## config.mk

```make
export PLATFORM = sky130hd
export DESIGN_NAME = reg_writeback_queue
export DESIGN_NICKNAME = d
export VERILOG_FILES = /design/src/rtl/reg_writeback_queue.sv
export SDC_FILE = /design/constraint.sdc
export NUM_CORES = 1
export LEC_CHECK = 0
export CELL_PAD_IN_SITES_DETAIL_PLACEMENT = 0
export CELL_PAD_IN_SITES_GLOBAL_PLACEMENT = 1
export CORE_MARGIN = 3
export CORE_UTILIZATION = 40
export CTS_CLUSTER_SIZE = 20
export DETAILED_ROUTE_END_ITERATION = 6
export GPL_ROUTABILITY_DRIVEN = 0
export GPL_TIMING_DRIVEN = 0
export PLACE_DENSITY_LB_ADDON = 0.08
export SLEW_MARGIN = 30
export SYNTH_ARGS = -nofsm -noshare
export SYNTH_HDL_FRONTEND = slang
export SYNTH_SLANG_ARGS = --single-unit
```

## constraint.sdc

```tcl
create_clock -name clock -period 9.1 [get_ports clock]
set_clock_uncertainty 0.05 [all_clocks]
set_input_delay 1.82 -clock clock [delete_from_list [all_inputs] [get_ports clock]]
set_output_delay 1.82 -clock clock [all_outputs]
set_load 0.01 [all_outputs]
```

## src/rtl/reg_writeback_queue.sv

```systemverilog
// In-order writeback FIFO feeding the register bank write port, one entry per cycle,
// with two combinational bypass lookups over the entries still waiting to be written.
module reg_writeback_queue #(
    parameter int DATA_W     = 32,
    parameter int ADDR_W     = 5,
    parameter int DEPTH      = 4,
    parameter int DISCARD_R0 = 1,
    parameter int PTR_W      = $clog2(DEPTH),
    parameter int CNT_W      = PTR_W + 1
) (
    input  logic              clock,
    input  logic              reset,
    input  logic              in_valid,
    output logic              in_ready,
    input  logic [ADDR_W-1:0] in_addr,
    input  logic [DATA_W-1:0] in_data,
    input  logic              hold,
    input  logic              flush,
    output logic [ADDR_W-1:0] write_addr,
    output logic [DATA_W-1:0] write_data,
    output logic              RegWrite,
    input  logic [ADDR_W-1:0] lk_addr_1,
    output logic              lk_hit_1,
    output logic [DATA_W-1:0] lk_data_1,
    input  logic [ADDR_W-1:0] lk_addr_2,
    output logic              lk_hit_2,
    output logic [DATA_W-1:0] lk_data_2,
    output logic [CNT_W-1:0]  count
);

    logic [ADDR_W-1:0] r_addr [DEPTH];
    logic [DATA_W-1:0] r_data [DEPTH];
    logic [PTR_W-1:0]  r_wr_ptr;
    logic [PTR_W-1:0]  r_rd_ptr;
    logic [CNT_W-1:0]  r_count;

    logic              w_push;
    logic              w_store;
    logic              w_pop;
    logic              w_nonempty;
    logic              w_r0_req;
    logic              w_hit_1;
    logic              w_hit_2;
    logic [DATA_W-1:0] w_data_1;
    logic [DATA_W-1:0] w_data_2;
    logic [PTR_W-1:0]  w_idx;
    logic              w_m1;
    logic              w_m2;

    assign w_nonempty = (r_count != {CNT_W{1'b0}});
    assign in_ready   = (r_count != CNT_W'(DEPTH)) & ~flush;
    assign w_push     = in_valid & in_ready;
    assign w_r0_req   = (DISCARD_R0 != 0) && (in_addr == {ADDR_W{1'b0}});
    // A request to r0 still completes its handshake but is never queued.
    assign w_store    = w_push & ~w_r0_req;
    assign w_pop      = w_nonempty & ~hold & ~flush;

    assign RegWrite   = w_pop;
    assign write_addr = w_nonempty ? r_addr[r_rd_ptr] : {ADDR_W{1'b0}};
    assign write_data = w_nonempty ? r_data[r_rd_ptr] : {DATA_W{1'b0}};
    assign count      = r_count;

    // Bypass search from oldest to youngest so the youngest match is the one that sticks.
    always_comb begin
        w_hit_1  = 1'b0;
        w_hit_2  = 1'b0;
        w_data_1 = {DATA_W{1'b0}};
        w_data_2 = {DATA_W{1'b0}};
        w_idx    = {PTR_W{1'b0}};
        w_m1     = 1'b0;
        w_m2     = 1'b0;
        for (int i = 0; i < DEPTH; i++) begin
            w_idx    = r_rd_ptr + PTR_W'(i);
            w_m1     = (CNT_W'(i) < r_count) && (r_addr[w_idx] == lk_addr_1) &&
                       !((DISCARD_R0 != 0) && (lk_addr_1 == {ADDR_W{1'b0}}));
            w_m2     = (CNT_W'(i) < r_count) && (r_addr[w_idx] == lk_addr_2) &&
                       !((DISCARD_R0 != 0) && (lk_addr_2 == {ADDR_W{1'b0}}));
            w_hit_1  = w_hit_1 | w_m1;
            w_hit_2  = w_hit_2 | w_m2;
            w_data_1 = w_m1 ? r_data[w_idx] : w_data_1;
            w_data_2 = w_m2 ? r_data[w_idx] : w_data_2;
        end
    end

    assign lk_hit_1  = w_hit_1;
    assign lk_data_1 = w_data_1;
    assign lk_hit_2  = w_hit_2;
    assign lk_data_2 = w_data_2;

    // Pointer and occupancy bookkeeping; flush wins over any same-cycle push or pop.
    always_ff @(posedge clock or negedge reset) begin
        if (!reset) begin
            r_wr_ptr <= {PTR_W{1'b0}};
            r_rd_ptr <= {PTR_W{1'b0}};
            r_count  <= {CNT_W{1'b0}};
        end else if (flush) begin
            r_wr_ptr <= {PTR_W{1'b0}};
            r_rd_ptr <= {PTR_W{1'b0}};
            r_count  <= {CNT_W{1'b0}};
        end else begin
            r_wr_ptr <= w_store ? r_wr_ptr + {{(PTR_W-1){1'b0}}, 1'b1} : r_wr_ptr;
            r_rd_ptr <= w_pop   ? r_rd_ptr + {{(PTR_W-1){1'b0}}, 1'b1} : r_rd_ptr;
            case ({w_store, w_pop})
                2'b10:   r_count <= r_count + {{(CNT_W-1){1'b0}}, 1'b1};
                2'b01:   r_count <= r_count - {{(CNT_W-1){1'b0}}, 1'b1};
                default: r_count <= r_count;
            endcase
        end
    end

    // Entry storage; slots beyond the occupancy count are never observed.
    always_ff @(posedge clock or negedge reset) begin
        if (!reset) begin
            for (int i = 0; i < DEPTH; i++) begin
                r_addr[i] <= {ADDR_W{1'b0}};
                r_data[i] <= {DATA_W{1'b0}};
            end
        end else if (w_store) begin
            r_addr[r_wr_ptr] <= in_addr;
            r_data[r_wr_ptr] <= in_data;
        end else begin
            r_addr[r_wr_ptr] <= r_addr[r_wr_ptr];
            r_data[r_wr_ptr] <= r_data[r_wr_ptr];
        end
    end

endmodule
```

### After elaboration in Yosys (flattened, before gate mapping)

Cells that the tools add are included.

* logic and storage cells: 139
* register bits after elaboration: 155
* input port bits: 52

* eq/ne operators: 11
* bitwise logic cells: 19
* muxes and demuxes: 56
* reduce and logical (&&, ||, !) cells: 26
* add/sub/neg operators: 6
* $lt $le $gt $ge: 10

Operator list (number)
* $mux 32: 20
* $bmux 32 s2: 5
* $bwmux 128: 2
* $mux 128: 1
* $demux 32 s2: 1
* $mux 5: 12
* $bmux 5 s2: 5
* $bwmux 20: 2
* $eq 5x5->1: 8
* $mux 20: 1
* $logic_and 1x1->1: 17
* $ge 3x3->1 const B: 5
* $logic_not 5->1: 3
* $not 2->3: 5
* $demux 5 s2: 1
* $mux 2: 4
* $lt 1x3->1 const A: 2
* $lt 2x3->1 const A: 2
* $or 1x1->1: 6
* $pmux 3 s2: 1
* $reduce_bool 3->1: 2
* $and 1x1->1: 5
* $add 2x1->2 const B: 2
* $add 2x2->2 const B: 2
* 10 further kinds: 14

### Logic depth before layout (Yosys ltp)

* word-level depth: 11
* mapped depth: 13

### Least setup slack after synthesis

OpenSTA, ideal clock, no wires.

* kind: input to output
* start point: input port lk_addr_1[1]
* end point: output port lk_data_1[13]
* arrival: 4030 ps
* stages on the path: 11
* path slack: 3200 ps
* path through: clkbuf_1 or4_1 nor2_1 or4_4 a211oi_4 o21a_1 buf_2 buf_2 o21ai_1 a211oi_1 o31a_1

* cells in the longest elaborated chain, start to end: 7
* elaborated cells between the ends (all ways): 18
* classes of those cells: eq/ne: 4; mux: 4; reduce/logical: 10

Ends and longest elaborated chain
* from (decl): line 22 `input logic [ADDR_W-1:0] lk_addr_1,`
* $eq 5x5->1 or $logic_not 5->1 (tied branches): line 74, 75
* $logic_and 1x1->1 or $logic_not 1->1 (tied branches): line 74, 75
* $logic_and 1x1->1: line 74 `w_m1 = (CNT_W'(i) < r_count) && (r_addr[w_idx] == lk_addr_1) &&`
* $mux 32 (3 in a row): line 80 `w_data_1 = w_m1 ? r_data[w_idx] : w_data_1;`
* $mux 32 *: line 80
* to (decl): line 24 `output logic [DATA_W-1:0] lk_data_1,`

Mark *: on every way between the ends. The rest lies on a longest branch, timed or not.

### Final worst setup path

* start point: input port lk_addr_2[3]
* end point: output port lk_data_2[1]

* cells in the longest elaborated chain, start to end: 7
* elaborated cells between the ends (all ways): 18
* classes of those cells: eq/ne: 4; mux: 4; reduce/logical: 10

Ends and longest elaborated chain
* from (decl): line 25 `input logic [ADDR_W-1:0] lk_addr_2,`
* $eq 5x5->1 or $logic_not 5->1 (tied branches): line 76, 77
* $logic_and 1x1->1 or $logic_not 1->1 (tied branches): line 76, 77
* $logic_and 1x1->1: line 76 `w_m2 = (CNT_W'(i) < r_count) && (r_addr[w_idx] == lk_addr_2) &&`
* $mux 32 (3 in a row): line 81 `w_data_2 = w_m2 ? r_data[w_idx] : w_data_2;`
* $mux 32 *: line 81
* to (decl): line 27 `output logic [DATA_W-1:0] lk_data_2,`

Marks and branches as above.

==> impl_metrics.yaml <==
outcome:
  status: "finished, final reports clean"
worst_setup_path:
  crit_arrival_ps: 6060
  critical_path_class: "in -> out"
  ff2ff_setup_slack_ps: 5170
  reg2reg_depth: 9
  cp-end-kind: "output port"
  reg2reg_from: "r_rd_ptr[1]"
  crit_start: "lk_addr_2[3]"
  required_ps: 7230
  r2r_end: "r_rd_ptr[1]"
  cp_max_fo: 10
  cp-start-kind: "input port"
  worstSetupEndpoint: "lk_data_2[1]"
route:
  wl_um: 67100
  first_iter_violations: 2132
  first_pass_iters: 6
  avgRoutedWirePerCell_um: 26.6
  drtAntennaViolNets: 0
  vias: 16200
  vias_per_cell: 6.40
  route.detailed.drc: 0
sta:
  hold_viol_final: 0
  worstMarginPinSlew_ps: 1040
  slew_violations: 0
  setup_tns_ps: 0
  fin_crit_sh: 0.871
  slew_headroom: 0.309
  min_period_ps: 7930
  fmaxAchievable_ghz: 0.126
  setup_viol: 0
  rsz0062_at_grt: "no"
synth:
  synth_top_area_cell: "dfrtp_1"
  yosysWarnings: 0
  synth_top_area_frac: 0.272
  mappedNetlistArea_sq_um: 14300
  synth_area_leaders: "dfrtp_1, mux2i_1, a21oi_1, nor2_1, mux4_2"
  avgSynthCellArea_sq_um: 7.58
  syn_inst: 1883
  async_flop_share: 1.00
  synth_edf_count: 0
  yosys_register_bits: 155
  synth_nets: 1942
  yosysUniqueCellTypes: 55
  synthFlopType: "dfrtp_1"
  yosysSeqAreaShare: 0.272
power_and_ir_drop:
  power.switching_mw: 2.92
  combPwrFrac: 0.627
  ir_drop_mv: 0.210
  powerDensity_nw_per_um2: 338
  pwr-share-seq: 0.245
  intPower_mw: 2.82
  pwr-share-clk: 0.128
  p_leak_nw: 6.09
  swShare: 0.509
floorplanning:
  die-width_um: 195
  die_h_um: 195
  ios: 160
  rows: 68
  core-area_sq_um: 34900
  dieArea_sq_um: 38000
  start_util: 0.409
place:
  hpwl_um: 48700
  placed_area_sq_um: 16400
  placed_cells: 2491
  numPortBuffers: 151
cells_and_area:
  num_antenna_cells: 0
  final_common_cell: "nor2_1"
  syn_to_final_growth_pct: 19.2
  drive_gt1_frac: 0.0696
  fin_area_sq_um: 17000
  finalNonFillerCells: 2523
  finalNetCount: 2114
  fill_cells: 3576
  final_cell_mix: "nor2_1, a21oi_1, nand2_1"
clocking:
  cts.sinks: 155
  worst_skew_pair.late_latency_ps: 470
  cts_tree: "done"
  cts_buffers: 17
  clockBufferDepth: 2
  clockRootBuffer: "clkbuf_16"
  cts-resized-gates: 0
  hold_buffers: 0
  post_cts.repair.setup_buffers: 0
  htree_levels: 4
  cts.clk_slew.worst_paths_ps: 70
global_routing:
  grt_start_max_net_pins: 82
  grt_pass1_wl_um: 101000
  grt_pass1_vias: 15700
  grt_overflow_total: 0
  antenna_found_initial: 1
  grtUsageTotal: 0.346
run:
  maxCapViolations: 0
min_path:
  hp-class: "reg -> reg"
state kept, by name, indices dropped and copies added, names as in the netlist:
| name | count |
|---|---|
| count | 3 |
| r_data | 128 |
| r_wr_ptr | 2 |
| r_rd_ptr | 2 |
| r_addr | 20 |
synthesized netlist by cell type, types with 6 or more instances:
library cell  count
o22ai_1          27
xnor2_1          31
nand2_1         244
mux2_2           15
o31a_1           27
or3_1            29
xor2_1            9
inv_1            42
a32o_1           27
buf_1            22
o211ai_1          6
a311oi_1         27
o21ai_0          91
clkbuf_1        124
a21oi_1         252
ha_1              7
mux4_2           48
dfrtp_1         155
buf_2            31
a211oi_1         38
nor2b_1          14
nor3_1           61
nor2_1          313
mux2i_1         168
o21ai_1          15
cells by family (layout without fill, tap and decap cells):
family          Yosys count  count (layout)  share of synthesized area
simple gates            690             690                      0.201
compound gates          535             535                      0.227
flops                   155             155                      0.272
mux                     231             231                      0.205
buf+inv                 224             409                     0.0632
fa+ha+maj                 8               8                    0.00683
xor+xnor                 40              40                     0.0245
how the worst min path moves through the flow:
stage / startpoint / to / slack [ps] / cells past startpoint
floorplan: r_data[95] / r_data[95] / 470 / 2
global placement: r_data[33] / r_data[33] / 510 / 2
detailed placement: r_data[79] / r_data[79] / 520 / 2
CTS: r_data[79] / r_data[79] / 540 / 2
global route: r_data[15] / r_data[15] / 570 / 2
finish: r_data[79] / r_data[79] / 530 / 2
metrics by stage:
stage | util | hold WS, ps | power, mW | worst slack [ps]
6_report | 0.488 | 534 | 5.75 | 1170
5_1_grt | 0.488 | 567 | 6.08 | 1020
4_1_cts | 0.488 | 538 | 5.65 | 1290
3_5_place_dp | 0.471 | 522 | 4.90 | 1300
2_1_floorplan | - | 471 | 3.50 | 3200
3_3_place_gp | 0.469 | 507 | 4.86 | -455
routing by layer:
| layer | wire [um] | vias up | part of all wire | GRT usage |
|---|---|---|---|---|
| met2 | 29700 | 1023 | 0.44 | 0.528 |
| met3 | 6560 | 182 | 0.098 | 0.0744 |
| li1 | - | 7081 | - | - |
| met4 | 2740 | 4 | 0.041 | 0.140 |
| met1 | 28100 | 7862 | 0.42 | 0.480 |
| met5 | 48 | - | 0.00071 | 0 |
final cells by class:
class | instances | area (sq um) | area share
Clock inverter | 13 | 135 | 0.00794
Multi-Input combinational cell | 1504 | 9520 | 0.559
Timing Repair Buffer | 153 | 1570 | 0.0923
Buffer | 182 | 752 | 0.0442
Tap cell | 455 | 569 | 0.0334
Clock buffer | 19 | 443 | 0.0260
Inverter | 42 | 158 | 0.00926
Sequential cell | 155 | 3880 | 0.228
power groups by stage:
stage | sequential, mW | clock (mW) | combinational (mW)
4_1_cts | 1.38 | 0.742 | 3.53
6_report | 1.41 | 0.735 | 3.61
3_5_place_dp | 1.39 | 0 | 3.51
3_3_place_gp | 1.38 | 0 | 3.48
2_1_floorplan | 1.24 | 0 | 2.26
5_1_grt | 1.45 | 0.770 | 3.86
critical path, cell delays in order:
cell and delay (ps):
clkdlybuf4s50_1 600, inv_1 150, and3_1 200, or3_1 360, a211oi_1 610, nand3_1 610, clkbuf_1 460, o211ai_1 180
o21ai_0 100, o21ai_0 340, clkdlybuf4s50_1 610
Power figures use the tool's default switching activity.
